### src/rtl/fx_pkg.sv
// Shared definitions for the footswitch effect-select path: code constants,
// code helpers and the LED driver state encoding.
package fx_pkg;

  localparam logic [2:0] CODE_NONE = 3'd0;
  localparam logic [2:0] CODE_P1   = 3'd1;
  localparam logic [2:0] CODE_P2   = 3'd2;
  localparam logic [2:0] CODE_P3   = 3'd3;
  localparam logic [2:0] CODE_P4   = 3'd4;

  typedef enum logic [1:0] {
    LED_IDLE      = 2'd0,
    LED_BLINK_ON  = 2'd1,
    LED_BLINK_OFF = 2'd2,
    LED_STEADY    = 2'd3
  } led_state_t;

  function automatic logic code_valid(input logic [2:0] code);
    return (code >= CODE_P1) && (code <= CODE_P4);
  endfunction

  function automatic logic [3:0] code_to_onehot(input logic [2:0] code);
    logic [3:0] oh;
    case (code)
      CODE_P1: oh = 4'b0001;
      CODE_P2: oh = 4'b0010;
      CODE_P3: oh = 4'b0100;
      CODE_P4: oh = 4'b1000;
      default: oh = 4'b0000;
    endcase
    return oh;
  endfunction

endpackage

### src/rtl/tick_prescaler.sv
// Timebase divider: one-cycle tick every DIV clocks; clr restarts the count
// so the first tick lands exactly DIV cycles after clr.
module tick_prescaler #(
  parameter int DIV = 50000
) (
  input  logic clk,
  input  logic reset,
  input  logic clr,
  output logic tick
);

  localparam int CW = (DIV > 1) ? $clog2(DIV) : 1;
  localparam logic [CW-1:0] LAST = CW'(DIV - 1);

  logic [CW-1:0] cnt;

  always_ff @(posedge clk) begin
    if (reset || clr) begin
      cnt <= '0;
    end else if (cnt == LAST) begin
      cnt <= '0;
    end else begin
      cnt <= cnt + 1'b1;
    end
  end

  assign tick = (cnt == LAST);

endmodule

### src/rtl/fx_led_driver.sv
// Effect-indicator LED driver: blink burst on each accepted selection, then a
// PWM-dimmed steady display of the selected LED.
module fx_led_driver #(
  parameter int TICK_DIV    = 50000,
  parameter int BLINK_MS    = 100,
  parameter int BLINK_COUNT = 3,
  parameter int PWM_BITS    = 4
) (
  input  logic                clk,
  input  logic                reset,
  input  logic [2:0]          sel_code,
  input  logic                sel_valid,
  input  logic [PWM_BITS-1:0] brightness,
  output logic [3:0]          led,
  output logic                busy,
  output logic                ack
);

  import fx_pkg::*;

  localparam int MS_W = (BLINK_MS > 1) ? $clog2(BLINK_MS) : 1;
  localparam int BC_W = (BLINK_COUNT > 1) ? $clog2(BLINK_COUNT) : 1;
  localparam logic [MS_W-1:0] MS_LAST = MS_W'(BLINK_MS - 1);
  localparam logic [BC_W-1:0] BC_LAST = BC_W'(BLINK_COUNT - 1);

  // Handshake: sel_valid is a one-cycle strobe with no back-pressure; a strobe
  // carrying a code in 1..4 is always taken and answered by ack one cycle later,
  // any other code is dropped silently.

  led_state_t          state, next_state;
  logic [2:0]          active_code, next_code;
  logic [MS_W-1:0]     ms_cnt, ms_next;
  logic [BC_W-1:0]     blink_cnt, blink_next;
  logic [PWM_BITS-1:0] pwm_cnt;
  logic                accept, tick, pwm_on;
  logic [3:0]          onehot, led_next;
  logic                busy_next;

  assign accept = sel_valid && code_valid(sel_code);
  assign pwm_on = (pwm_cnt < brightness) || (&brightness);

  tick_prescaler #(.DIV(TICK_DIV)) u_prescaler (
    .clk   (clk),
    .reset (reset),
    .clr   (accept),
    .tick  (tick)
  );

  always_ff @(posedge clk) begin
    if (reset) begin
      state       <= LED_IDLE;
      active_code <= CODE_NONE;
      ms_cnt      <= '0;
      blink_cnt   <= '0;
      pwm_cnt     <= '0;
      led         <= 4'b0000;
      busy        <= 1'b0;
      ack         <= 1'b0;
    end else begin
      state       <= next_state;
      active_code <= next_code;
      ms_cnt      <= ms_next;
      blink_cnt   <= blink_next;
      pwm_cnt     <= pwm_cnt + 1'b1;
      led         <= led_next;
      busy        <= busy_next;
      ack         <= accept;
    end
  end

  // An accept restarts the burst from any state, including the same code.
  always_comb begin
    next_state = state;
    next_code  = active_code;
    ms_next    = ms_cnt;
    blink_next = blink_cnt;
    if (accept) begin
      next_state = LED_BLINK_ON;
      next_code  = sel_code;
      ms_next    = '0;
      blink_next = '0;
    end else begin
      case (state)
        LED_BLINK_ON, LED_BLINK_OFF: begin
          if (tick) begin
            if (ms_cnt == MS_LAST) begin
              ms_next = '0;
              if (state == LED_BLINK_ON) begin
                next_state = LED_BLINK_OFF;
              end else if (blink_cnt == BC_LAST) begin
                next_state = LED_STEADY;
              end else begin
                next_state = LED_BLINK_ON;
                blink_next = blink_cnt + 1'b1;
              end
            end else begin
              ms_next = ms_cnt + 1'b1;
            end
          end
        end
        default: begin
        end
      endcase
    end
  end

  // LED and busy registers follow the next state so they change with it.
  always_comb begin
    onehot    = code_to_onehot(next_code);
    led_next  = 4'b0000;
    busy_next = 1'b0;
    case (next_state)
      LED_BLINK_ON: begin
        led_next  = onehot;
        busy_next = 1'b1;
      end
      LED_BLINK_OFF: begin
        busy_next = 1'b1;
      end
      LED_STEADY: begin
        led_next = onehot & {4{pwm_on}};
      end
      default: begin
      end
    endcase
  end

endmodule

### config.mk
export PLATFORM = sky130hd
export DESIGN_NAME = fx_led_driver
export DESIGN_NICKNAME = d
export VERILOG_FILES = /design/src/rtl/fx_pkg.sv /design/src/rtl/tick_prescaler.sv /design/src/rtl/fx_led_driver.sv
export SDC_FILE = /design/constraint.sdc
export NUM_CORES = 1
export LEC_CHECK = 0
export CAP_MARGIN = 25
export CORE_ASPECT_RATIO = 1.75
export CORE_MARGIN = 5
export CORE_UTILIZATION = 35
export CTS_CLUSTER_SIZE = 30
export DETAILED_ROUTE_END_ITERATION = 10
export PLACE_DENSITY_LB_ADDON = 0.08
export SLEW_MARGIN = 20
export SYNTH_ARGS = -nofsm -noshare
export SYNTH_HDL_FRONTEND = slang
export SYNTH_HIERARCHICAL = 1
export SYNTH_SLANG_ARGS = --single-unit
### constraint.sdc
create_clock -name clk -period 8.4 [get_ports clk]
set_input_delay 1.68 -clock clk [delete_from_list [all_inputs] [get_ports clk]]
set_output_delay 1.68 -clock clk [all_outputs]
set_load 0.01 [all_outputs]
==> results by group, run 1 <==
Pwr
  • Sequential fraction of design power: 55.6%
  • Leakage power figure: 0.000766 µW
  • Clock power share: a little over a third
  • Fraction of power spent switching nets: around a quarter
  • Power per cell area: around 160 nW/µm²
  • Maximum VDD drop: just over 0.08 mV
  • Total power: around 350 µW
  • Net switching power figure: between 80 and 90 µW
  • Logic gate share of total power: 8.2%
  • Internal power: about 270 µW

Clock network
  • Clock-pin slew of the registers on the worst-case setup and hold paths: approximately 80 ps
  • H-tree levels: 2
  • Setup repair bufs after CTS: 0
  • Number of buffers inserted during clock tree synthesis: 5
  • Number of buffers inserted for hold repair after clock tree synthesis: 0
  • Post-cts sizing count: 0
  • Total number of clock tree sinks: 40
  • Buffers from clock root to sink, at most: 2
  • TritonCTS clock tree: done
  • Clock latency of the later-clocked register in the worst-skew pair: 290 ps
  • Buffer type at the clock tree root: sky130_fd_sc_hd__clkbuf_8

Timing
  • Share of the cycle needed by the critical path after routing: between 40 and 50%
  • Max Slew Vio Count: 0
  • Final critical-path required period: between 3000 and 4000 ps
  • Worst-Margin Slew: ~570 ps
  • Max Freq: 263 MHz
  • Minimum setup slack in the final design: about 4600 ps
  • Number of hold violations in the final report: 0
  • Clock skew: about 7 ps
  • Final-layout setup total negative slack: 0 ps
  • Endpoints failing setup: 0
  • RSZ-0062 raised after global routing: no
  • Relative slew slack: between 60% and 70%

Logic synthesis
  • Syn_nets: between 200 and 250
  • Simple-Gate Fraction of Synth Area: 30.2%
  • Combinational family with the most area after synthesis: simple AND/OR/NAND/NOR gates
  • Ys flop type: sky130_fd_sc_hd__dfxtp_1
  • Multiplexer fraction of the synthesized cell area: 0%
  • Parity-gate share of the synthesized area counting xor and xnor cells: between 8 and 9%
  • Post-synthesis average cell area: between 9 and 10 µm²
  • Warnings from Yosys: 6
  • Main area contributors after synthesis: sky130_fd_sc_hd__dfxtp_1 41%, sky130_fd_sc_hd__nor2_1 6.7%, sky130_fd_sc_hd__xnor2_1 6.7%
  • Proportion of register bits with asynchronous set or reset after synthesis: 0%
  • Post-synthesis share of cell area spent on full adders, half adders and majority gates: under 10%
  • Seq cells post-synth: 40
  • Complex-gate fraction of the synthesized area: between 7 and 8%
  • Post-synthesis sequential area ratio: approximately two fifths
  • Count of cell types in the netlist: 45
  • Number of enable flip-flop cells after synthesis: 0
  • Fraction of post-synthesis cell area in the top cell type by area: about two fifths
  • Total standard cell area after synthesis: just under 2000 µm²
  • Cells after Synth: 215
  • Dominant cell type by area after synthesis: sky130_fd_sc_hd__dfxtp_1

Worst setup path
  • Data required time of the worst path: about 8600 ps
  • Maximum fanout encountered on the critical timing path: 8
  • Critical Path End Type: flop
  • Reg2Reg Depth: 12
  • Critical Setup Path Class: in2reg
  • Critical path arrival: between 3000 and 4000 ps
  • Setup crit start kind: primary input

Drt
  • Ratio of routed vias to standard cells: 4.86
  • Routed wire per std cell: approximately 12 µm
  • Total DRC errors in the routed layout: 0
  • Number of DRC violations after detailed-routing iteration 0: 37
  • DRT antenna net count: 0
  • Total vias in the final route: 1,502
  • Number of optimization iterations in the first detailed-route pass: 4
  • Final Routed Wirelength: 3730 µm

Run
  • Count of max-cap constraint violations: 0

Layout
  • Final standard cell utilization of the core: 40.6%
  • Area grow syn2layout: 14.7%
  • Fraction of layout cells with a size suffix above 1: 6.87%
  • Final net count: 252
  • Antenna diode count: 0

Place
  • Post-DP HPWL: 2820 µm
  • Quantity of I/O buffers inserted on ports: 15
  • Dpl ws: between 4000 and 5000 ps
  • Final GP Congestion: between 0.7 and 0.8

Floorplan
  • Horizontal die dimension: around 66 µm
  • Die height: 109 µm
  • Core Area: ~5500 µm²
  • Effective utilization at floorplan: a little over a third
  • I/O pin cnt: 16
  • Die area: 7210 µm²
  • Row count: 36

GRT
  • First-pass GRT wire length: 6680 µm
  • Global route overflow: 0
  • Initial antenna violation count: 0
  • Via count of the first global-routing pass: about 1,500
  • Maximum number of pins on one net before global-route repair: 17
  • All-Layer GR Usage: approximately an eighth

Min path
  • Worst hold path depth: 1
  • Hold crit path type: reg2reg

Status
  • Status: finished clean
path summary, 6_finish.rpt:
path,startpoint,to,slack (ps)
worst max-delay path,sel_code[2],led[3],4600
worst min-delay path,u_prescaler/cnt[0],u_prescaler/cnt[0],470
worst max register to register,u_prescaler/cnt[0],led[3],4780
worst min register to register,u_prescaler/cnt[0],u_prescaler/cnt[0],470
power groups by stage:
stage / sequential (µW) / clock [µW] / combinational (µW)
floorplan: 201 / 0 / 19.2
global placement: 201 / 0 / 29.8
detailed placement: 201 / 0 / 29.7
CTS: 197 / 136 / 29.9
global route: 197 / 143 / 33.1
finish: 197 / 128 / 28.8
flip-flops by register name, summed over array words and instances, names as in the netlist:
name / flops
state: 2
ack: 1
blink_cnt: 2
ms_cnt: 7
busy: 1
pwm_cnt: 4
u_prescaler/cnt: 16
led: 4
active_code: 3
cells in the mapped netlist, types with 3 or more instances:
library cell / count
sky130_fd_sc_hd__a211oi_1: 4
sky130_fd_sc_hd__nand4_1: 7
sky130_fd_sc_hd__xnor2_1: 15
sky130_fd_sc_hd__a21oi_1: 6
sky130_fd_sc_hd__nand2b_1: 4
sky130_fd_sc_hd__nand2_1: 10
sky130_fd_sc_hd__dfxtp_1: 40
sky130_fd_sc_hd__inv_1: 16
sky130_fd_sc_hd__nor3_1: 8
sky130_fd_sc_hd__nor2_1: 35
sky130_fd_sc_hd__nor4_1: 7
sky130_fd_sc_hd__xor2_1: 5
sky130_fd_sc_hd__or3_1: 4
sky130_fd_sc_hd__o21ai_0: 3
sky130_fd_sc_hd__ha_1: 10
sky130_fd_sc_hd__nand3_1: 7
worst max-delay path, cell delays in order:
cell and delay, ps:
sky130_fd_sc_hd__clkdlybuf4s50_1 530, sky130_fd_sc_hd__or3_1 430, sky130_fd_sc_hd__nand3_2 140, sky130_fd_sc_hd__nand3_1 120, sky130_fd_sc_hd__ha_1 210, sky130_fd_sc_hd__inv_1 50
sky130_fd_sc_hd__a211oi_1 40, sky130_fd_sc_hd__a211oi_1 530, sky130_fd_sc_hd__and4b_1 260
per-stage QoR:
stage / area (µm²) / std cells / hold WS [ps]
after floorplan: 1950 / 215 / 426
after global placement: 2150 / 301 / 449
after detailed placement: 2150 / 301 / 455
after CTS: 2230 / 309 / 475
after global routing: 2230 / 309 / 491
final: 2230 / 309 / 469
layout by cell type (no fill, tap or decap), drive strengths merged, types with 8 or more instances in the layout:
| master | instances |
|---|---|
| clkdlybuf4s50 | 15 |
| dfxtp | 40 |
| ha | 10 |
| inv | 16 |
| nand2 | 10 |
| nand3 | 8 |
| nor2 | 35 |
| nor3 | 8 |
| nor4 | 8 |
| xnor2 | 15 |
routing by layer:
layer	global-route usage [%]	up-vias	part of all wire, %
met5	0	-	0
met4	5.67	0	2.3
met3	2.99	6	3.8
met2	22.2	23	54
met1	12.0	693	40
li1	-	780	-
cell type report:
cell class                 instances  area (µm²)
fill                             592        3260
multi-input combinational        154        1040
sequential                        40         801
timing repair buffer              15         150
tap                               76        95.1
clock buffer                       5        68.8
inverter                          16        60.1
clock inverter                     3        18.8
cells by family (layout without fill, tap and decap cells):
logic type,after synthesis,in the layout
DFF,40,40
buffers and inverters,21,39
and+or+nand+nor,101,101
AOI/OAI and AO/OA,23,23
xor gates and xnor gates,20,20
adders and majority gates,10,10
No activity file was read; power rests on OpenSTA's default activity.
==> run 2, diff against run 1 <==
Clock period 8.4 ns to 3.4 ns, I/O delays scaled along.
==> run 2 against run 1 <==
  * Sequential power rose by 150%
  * Via count hardly changed
  * Hold slack improved by 6.2 ps
  * Clock skew rose by 3.0 ps
==> results by group, run 2 (synthesis results as in run 1) <==
Status
  • Status: finished clean

GRT
  • Maximum number of pins on one net before global-route repair: 17 (unchanged)
  • Grt met1 use: 13.2% (+1.2 points)
  • Via count of the first global-routing pass: 1,501 (+0.74%)
  • Global route overflow: 0 (unchanged)
  • GRT met3 Usage: 3.40% (+0.41 points)
  • Fraction of met2 tracks used by global routing: 21.0% (-1.1 points)
  • Initial antenna violation count: 0 (unchanged)
  • First-pass GRT wire length: 6750 µm (+1.0%)
  • Peak-usage layer in the global routing report: met2
  • All-Layer GR Usage: 12.1% (+0.18 points)

Layout
  • Final net count: 257 (+2.0%)
  • Fraction of layout cells with a size suffix above 1: 9.24% (+2.4 points)
  • Antenna diode count: 0 (unchanged)
  • Largest regs: u_prescaler/cnt (16), ms_cnt (7)
  • Most common library cell in the layout ignoring fill and taps: sky130_fd_sc_hd__dfxtp_1
  • Number of flip-flops under the largest register name: 16 (unchanged)
  • Leading cell types in the layout, fill and taps excluded: 40 x sky130_fd_sc_hd__dfxtp_1, 35 x sky130_fd_sc_hd__nor2_1, 16 x sky130_fd_sc_hd__inv_1
  • Fill count: 583 (-1.5%)
  • Area grow syn2layout: 18.3%
  • Total non-filler cell area in the finished layout: 2300 µm² (+3.1%)
  • Register name with the most flops: u_prescaler/cnt

Place
  • Instance area after placement: 2180 µm² (+1.7%)
  • Final GP Congestion: 0.812 (+13%)
  • Quantity of I/O buffers inserted on ports: 15 (unchanged)
  • Post-DP HPWL: 2820 µm (+0.17%)

Pwr
  • Power per cell area: 416 nW/µm² (+160%)
  • Leakage power figure: 0.000796 µW (+4.0%)
  • Maximum VDD drop: 0.257 mV (+210%)

Timing
  • Max Slew Vio Count: 0 (unchanged)
  • RSZ-0062 raised after global routing: no
  • Final-layout setup total negative slack: 0 ps (unchanged)
  • Max Freq: 315 MHz
  • Final critical-path required period: roughly 3200 ps
  • Share of the cycle needed by the critical path after routing: between 90% and 100%
  • Relative slew slack: 62.4% (+0.67 points)
  • Worst-Margin Slew: 564 ps (-6.53 ps)
  • Number of hold violations in the final report: 0 (unchanged)
  • Clock skew: 9.94 ps (+3.03 ps)
  • Endpoints failing setup: 0 (unchanged)

Min path
  • Hold crit path type: reg2reg

Clock network
  • Buffer type at the clock tree root: sky130_fd_sc_hd__clkbuf_8
  • Number of buffers inserted during clock tree synthesis: 5 (unchanged)
  • Clock-pin slew of the registers on the worst-case setup and hold paths: 90 ps (about the same)
  • Setup repair bufs after CTS: 0 (unchanged)
  • Clock latency of the later-clocked register in the worst-skew pair: 300 ps (about the same)
  • Total number of clock tree sinks: 40 (unchanged)
  • Buffers from clock root to sink, at most: 2 (unchanged)
  • TritonCTS clock tree: done
  • H-tree levels: 2 (unchanged)

Worst setup path
  • Reg-to-reg slack, setup: 230 ps (-4550 ps)
  • Sequence of cells on the critical path: or4b_1, nor4_2, nand3b_1, buf_4, nor4b_4, a21oi_2, and2_2, ha_1, inv_1, a211oi_1, a211oi_1, buf_4, and4b_1
  • Critical Path End Type: flop
  • Critical Setup Path Class: reg2reg
  • Data required time of the worst path: 3600 ps (-4990 ps)
  • Setup crit start kind: flop
  • Crit path largest cell delay: 560 ps (+30 ps)
  • Maximum fanout encountered on the critical timing path: 6 (-2)
  • Critical path arrival: 3370 ps (-620 ps)
  • CP max stage cell: sky130_fd_sc_hd__or4b_1

Floorplan
  • Row count: 36 (unchanged)
  • I/O pin cnt: 16 (unchanged)
  • Die area: 7210 µm² (unchanged)
  • Effective utilization at floorplan: 35.4% (unchanged)
  • Core Area: 5500 µm² (unchanged)
  • Die height: 109 µm (unchanged)
  • Horizontal die dimension: 66.4 µm (unchanged)

Drt
  • Total DRC errors in the routed layout: 0 (unchanged)
  • Routed wire per std cell: 12.1 µm (-0.11%)
  • Number of DRC violations after detailed-routing iteration 0: 33 (-11%)
  • Final Routed Wirelength: 3790 µm (+1.5%)
  • Ratio of routed vias to standard cells: 4.79 (-1.5%)
  • Number of optimization iterations in the first detailed-route pass: 5 (+1)
  • DRT antenna net count: 0 (unchanged)
  • Total vias in the final route: 1,503 (+0.067%)

Run
  • Count of max-cap constraint violations: 0 (unchanged)
[run 2: cell types whose count changed in the layout (fill, tap and decap cells not counted), sizes merged]
| cell | change |
|---|---|
| clkinv | -3 |
| bufinv | +1 |
| inv | +1 |
| clkinvlp | +1 |
| buf | +5 |
[run 2: layout make-up]
cell class / count / area, µm² / area share (%)
multi-input combinational: 154 / 1040 / 45.4
inverter: 16 / 60.1 / 2.61
timing repair buffer: 20 / 188 / 8.15
clock buffer: 5 / 68.8 / 2.99
tap: 76 / 95.1 / 4.13
clock inverter: 3 / 46.3 / 2.01
sequential: 40 / 801 / 34.8
[run 2: path summary, 6_finish.rpt]
check	start	endpoint	cells past startpoint
max	u_prescaler/cnt[10]	led[3]	13
min	pwm_cnt[0]	pwm_cnt[0]	1
max reg2reg	u_prescaler/cnt[10]	led[3]	13
min reg2reg	pwm_cnt[0]	pwm_cnt[0]	1
[run 2: power breakdown]
part / internal [µW] / switching [µW] / total, µW
combinational: 35.7 / 39.3 / 75.0
clock: 221 / 176 / 397
sequential: 479 / 6.97 / 486
[run 2: critical path, delay by kind of cell (launching register included)]
kind / cells / cell delay [ps]
AND/OR/NAND/NOR: 6 / 1710
buffers and inverters: 3 / 410
flip-flops: 1 / 370
AO/OA/AOI/OAI: 3 / 370
adder cells (fa/ha/maj): 1 / 200
[run 2: stage by stage]
step	std cells	utilization (%)	hold slack [ps]	setup slack [ps]	total power [µW]
after CTS	314	41.8	484	105	975
after global routing	314	41.9	519	7.81	1010
after detailed placement	306	39.7	463	145	572
after floorplan	215	-	426	369	544
after global placement	306	39.7	453	174	573
final	314	41.9	475	229	958
[run 2: what timing repair did]
item,CTS,global route
resized for setup,0,1
hold buffers,0,0
endpoints found under the setup margin,0,4
[run 2: layer usage]
| layer | part of all wire (%) | vias to the layer above |
|---|---|---|
| met4 | 3.2 | 0 |
| met5 | 0 | - |
| met1 | 42 | 685 |
| li1 | - | 787 |
| met3 | 3.4 | 10 |
| met2 | 52 | 21 |
==> run 3, diff against run 2 <==
Settings changed: CORE_MARGIN 5 to 2, CTS_BUF_LIST set to sky130_fd_sc_hd__clkbuf_16.
==> run 3 against run 2 <==
  * Count of clock-buffer cells in the layout did not move
  * Final cell count unchanged
  * Critical path depth fell by 1
  * Power grew 4.2%
  * Routed wire length is 2.1% higher
  * Sequential power about the same
  * Sequential share of layout area fell by 0.32 points
  * Combinational power rose by 0.5%
  * Critical path type unchanged
==> results by group, run 3 (synthesis results as in run 1) <==
Worst setup path
  • Endpoint of the most critical register-to-register path: led[3]
  • Reg-to-reg slack, setup: 250 ps (+30 ps)
  • Origin of the critical flop-to-flop path: u_prescaler/cnt[10]
  • Critical path arrival: 3320 ps (-50 ps)
  • Dominant cell type by count on the critical path: sky130_fd_sc_hd__a211oi_1
  • Reg2Reg Depth: 12 (-1)
  • CP max stage cell: sky130_fd_sc_hd__or4b_1
  • Maximum fanout encountered on the critical timing path: 6 (unchanged)
  • Startpoint of the worst setup timing path: u_prescaler/cnt[10]
  • Critical Path End Type: flop
  • Critical Setup Path Class: reg2reg
  • Sequence of cells on the critical path: or4b_1, nor4_2, nand3b_1, buf_4, nor4b_4, a21oi_2, and2_2, ha_1, inv_1, a211oi_1, a211oi_1, and4b_1
  • Crit path largest cell delay: 550 ps (about the same)
  • Critical path capture point: led[3]
  • Data required time of the worst path: 3570 ps (-30 ps)
  • Setup crit start kind: flop

Place
  • Post-DP HPWL: 2930 µm (+3.8%)
  • Instance area after placement: 2190 µm² (+0.34%)
  • Quantity of I/O buffers inserted on ports: 15 (unchanged)
  • Final GP Congestion: 0.772 (-4.9%)

Floorplan
  • Row count: 36 (unchanged)
  • Die area: 6200 µm² (-14%)
  • Horizontal die dimension: 60.4 µm (-9.0%)
  • Core Area: 5450 µm² (-0.82%)
  • Die height: 103 µm (-5.5%)
  • Effective utilization at floorplan: 35.7% (+0.29 points)
  • I/O pin cnt: 16 (unchanged)

Layout
  • Area grow syn2layout: 19.4%
  • Total non-filler cell area in the finished layout: 2320 µm² (+0.92%)
  • Register name with the most flops: u_prescaler/cnt
  • Number of flip-flops under the largest register name: 16 (unchanged)
  • Fraction of layout cells with a size suffix above 1: 8.40% (-0.84 points)
  • Leading cell types in the layout, fill and taps excluded: 40 x sky130_fd_sc_hd__dfxtp_1, 35 x sky130_fd_sc_hd__nor2_1, 17 x sky130_fd_sc_hd__inv_1
  • Final net count: 258 (+0.39%)
  • Most common library cell in the layout ignoring fill and taps: sky130_fd_sc_hd__dfxtp_1
  • Largest regs: u_prescaler/cnt (16), ms_cnt (7)
  • Antenna diode count: 0 (unchanged)
  • Final standard cell utilization of the core: 42.7% (+0.74 points)

GRT
  • Maximum number of pins on one net before global-route repair: 17 (unchanged)
  • First-pass GRT wire length: 6400 µm (-5.1%)
  • Initial antenna violation count: 0 (unchanged)
  • Via count of the first global-routing pass: 1,421 (-5.3%)
  • Global route overflow: 0 (unchanged)
  • All-Layer GR Usage: 13.9% (+1.8 points)

Timing
  • Endpoints failing setup: 0 (unchanged)
  • Share of the cycle needed by the critical path after routing: 92.5% (-0.78 points)
  • RSZ-0062 raised after global routing: no
  • Max Freq: 318 MHz (+0.84%)
  • Final critical-path required period: 3150 ps (-26.4 ps)
  • Clock skew: 5.55 ps (-4.39 ps)
  • Worst-Margin Slew: 552 ps (-12.0 ps)
  • Relative slew slack: 63.2% (+0.80 points)
  • Worst-case hold slack: 462 ps (-13.0 ps)
  • Max Slew Vio Count: 0 (unchanged)
  • Final-layout setup total negative slack: 0 ps (unchanged)
  • Number of hold violations in the final report: 0 (unchanged)

Drt
  • Number of optimization iterations in the first detailed-route pass: 4 (-1)
  • Met3 routed wirelength: 90 µm (-30%)
  • Final Routed Wirelength: 3870 µm (+2.1%)
  • Total vias in the final route: 1,491 (-0.80%)
  • Ratio of routed vias to standard cells: 4.75 (-0.80%)
  • Total DRC errors in the routed layout: 0 (unchanged)
  • Wire length on met1: 1480 µm (-5.7%)
  • Routed wire per std cell: 12.3 µm (+2.1%)
  • Number of DRC violations after detailed-routing iteration 0: 24 (-27%)
  • Met2 Wirelength: 2200 µm (+12%)
  • Max Used Layer: met4
  • DRT antenna net count: 0 (unchanged)

Clock network
  • TritonCTS clock tree: done
  • H-tree levels: 2 (unchanged)
  • Setup repair bufs after CTS: 0 (unchanged)
  • Number of buffers inserted during clock tree synthesis: 5 (unchanged)
  • Buffer type at the clock tree root: sky130_fd_sc_hd__clkbuf_16
  • Post-cts sizing count: 0 (unchanged)
  • Buffers from clock root to sink, at most: 2 (unchanged)
  • Number of buffers inserted for hold repair after clock tree synthesis: 0 (unchanged)
  • Clock-pin slew of the registers on the worst-case setup and hold paths: 60 ps (-30 ps)
  • Clock latency of the later-clocked register in the worst-skew pair: 280 ps (-20 ps)
  • Total number of clock tree sinks: 40 (unchanged)

Pwr
  • Power per cell area: 430 nW/µm² (+3.3%)
  • Maximum VDD drop: 0.326 mV (+27%)
  • Total power: 998 µW (+4.2%)
  • Leakage power figure: 0.000817 µW (+2.7%)

Min path
  • Hold crit path type: reg2reg

Status
  • Status: finished clean

Run
  • Count of max-cap constraint violations: 0 (unchanged)
-- run 3: changes by cell type in the layout (fill, tap and decap cells not counted), sizes merged --
cell      previous run  this run
clkinvlp             1         0
buf                  5         6
bufinv               1         0
clkinv               0         1
-- run 3: worst min path at each step --
stage / slack, ps / to / start / cells past startpoint
after floorplan: 430 / pwm_cnt[0] / pwm_cnt[0] / 1
final: 460 / pwm_cnt[0] / pwm_cnt[0] / 1
after detailed placement: 460 / pwm_cnt[0] / pwm_cnt[0] / 1
after global routing: 490 / u_prescaler/cnt[0] / u_prescaler/cnt[0] / 1
after global placement: 450 / u_prescaler/cnt[0] / u_prescaler/cnt[0] / 1
after CTS: 470 / pwm_cnt[0] / pwm_cnt[0] / 1
-- run 3: through the flow --
step | setup WS [ps] | cells
floorplan | 369 | 215
global placement | 292 | 307
detailed placement | 248 | 307
CTS | 242 | 314
global route | 5.19 | 314
finish | 255 | 314
-- run 3: per-layer routing --
layer	GRT usage, %	up-vias
met5	0	-
met4	6.15	0
met3	2.76	8
met2	26.8	18
met1	13.4	676
li1	-	789
-- run 3: power by group --
part / switching (µW) / internal, µW
clock network: 173 / 263
registers: 6.59 / 480
logic: 40.1 / 35.3
total: 220 / 778
-- run 3: cell type report --
type	count	area (µm²)
inverters	16	60.1
flip-flops and latches	40	801
multi-input cells	154	1040
well taps	76	95.1
clock buffers	5	125
repair buffers	21	195
fillers	554	3130
clock inverters	2	8.76
-- run 3: worst max-delay path, delay by kind of cell (launching register included) --
kind	cells	cell delay [ps]
compound gates	3	510
flops	1	360
fa+ha+maj	1	210
simple gates	6	1750
buf+inv	2	230
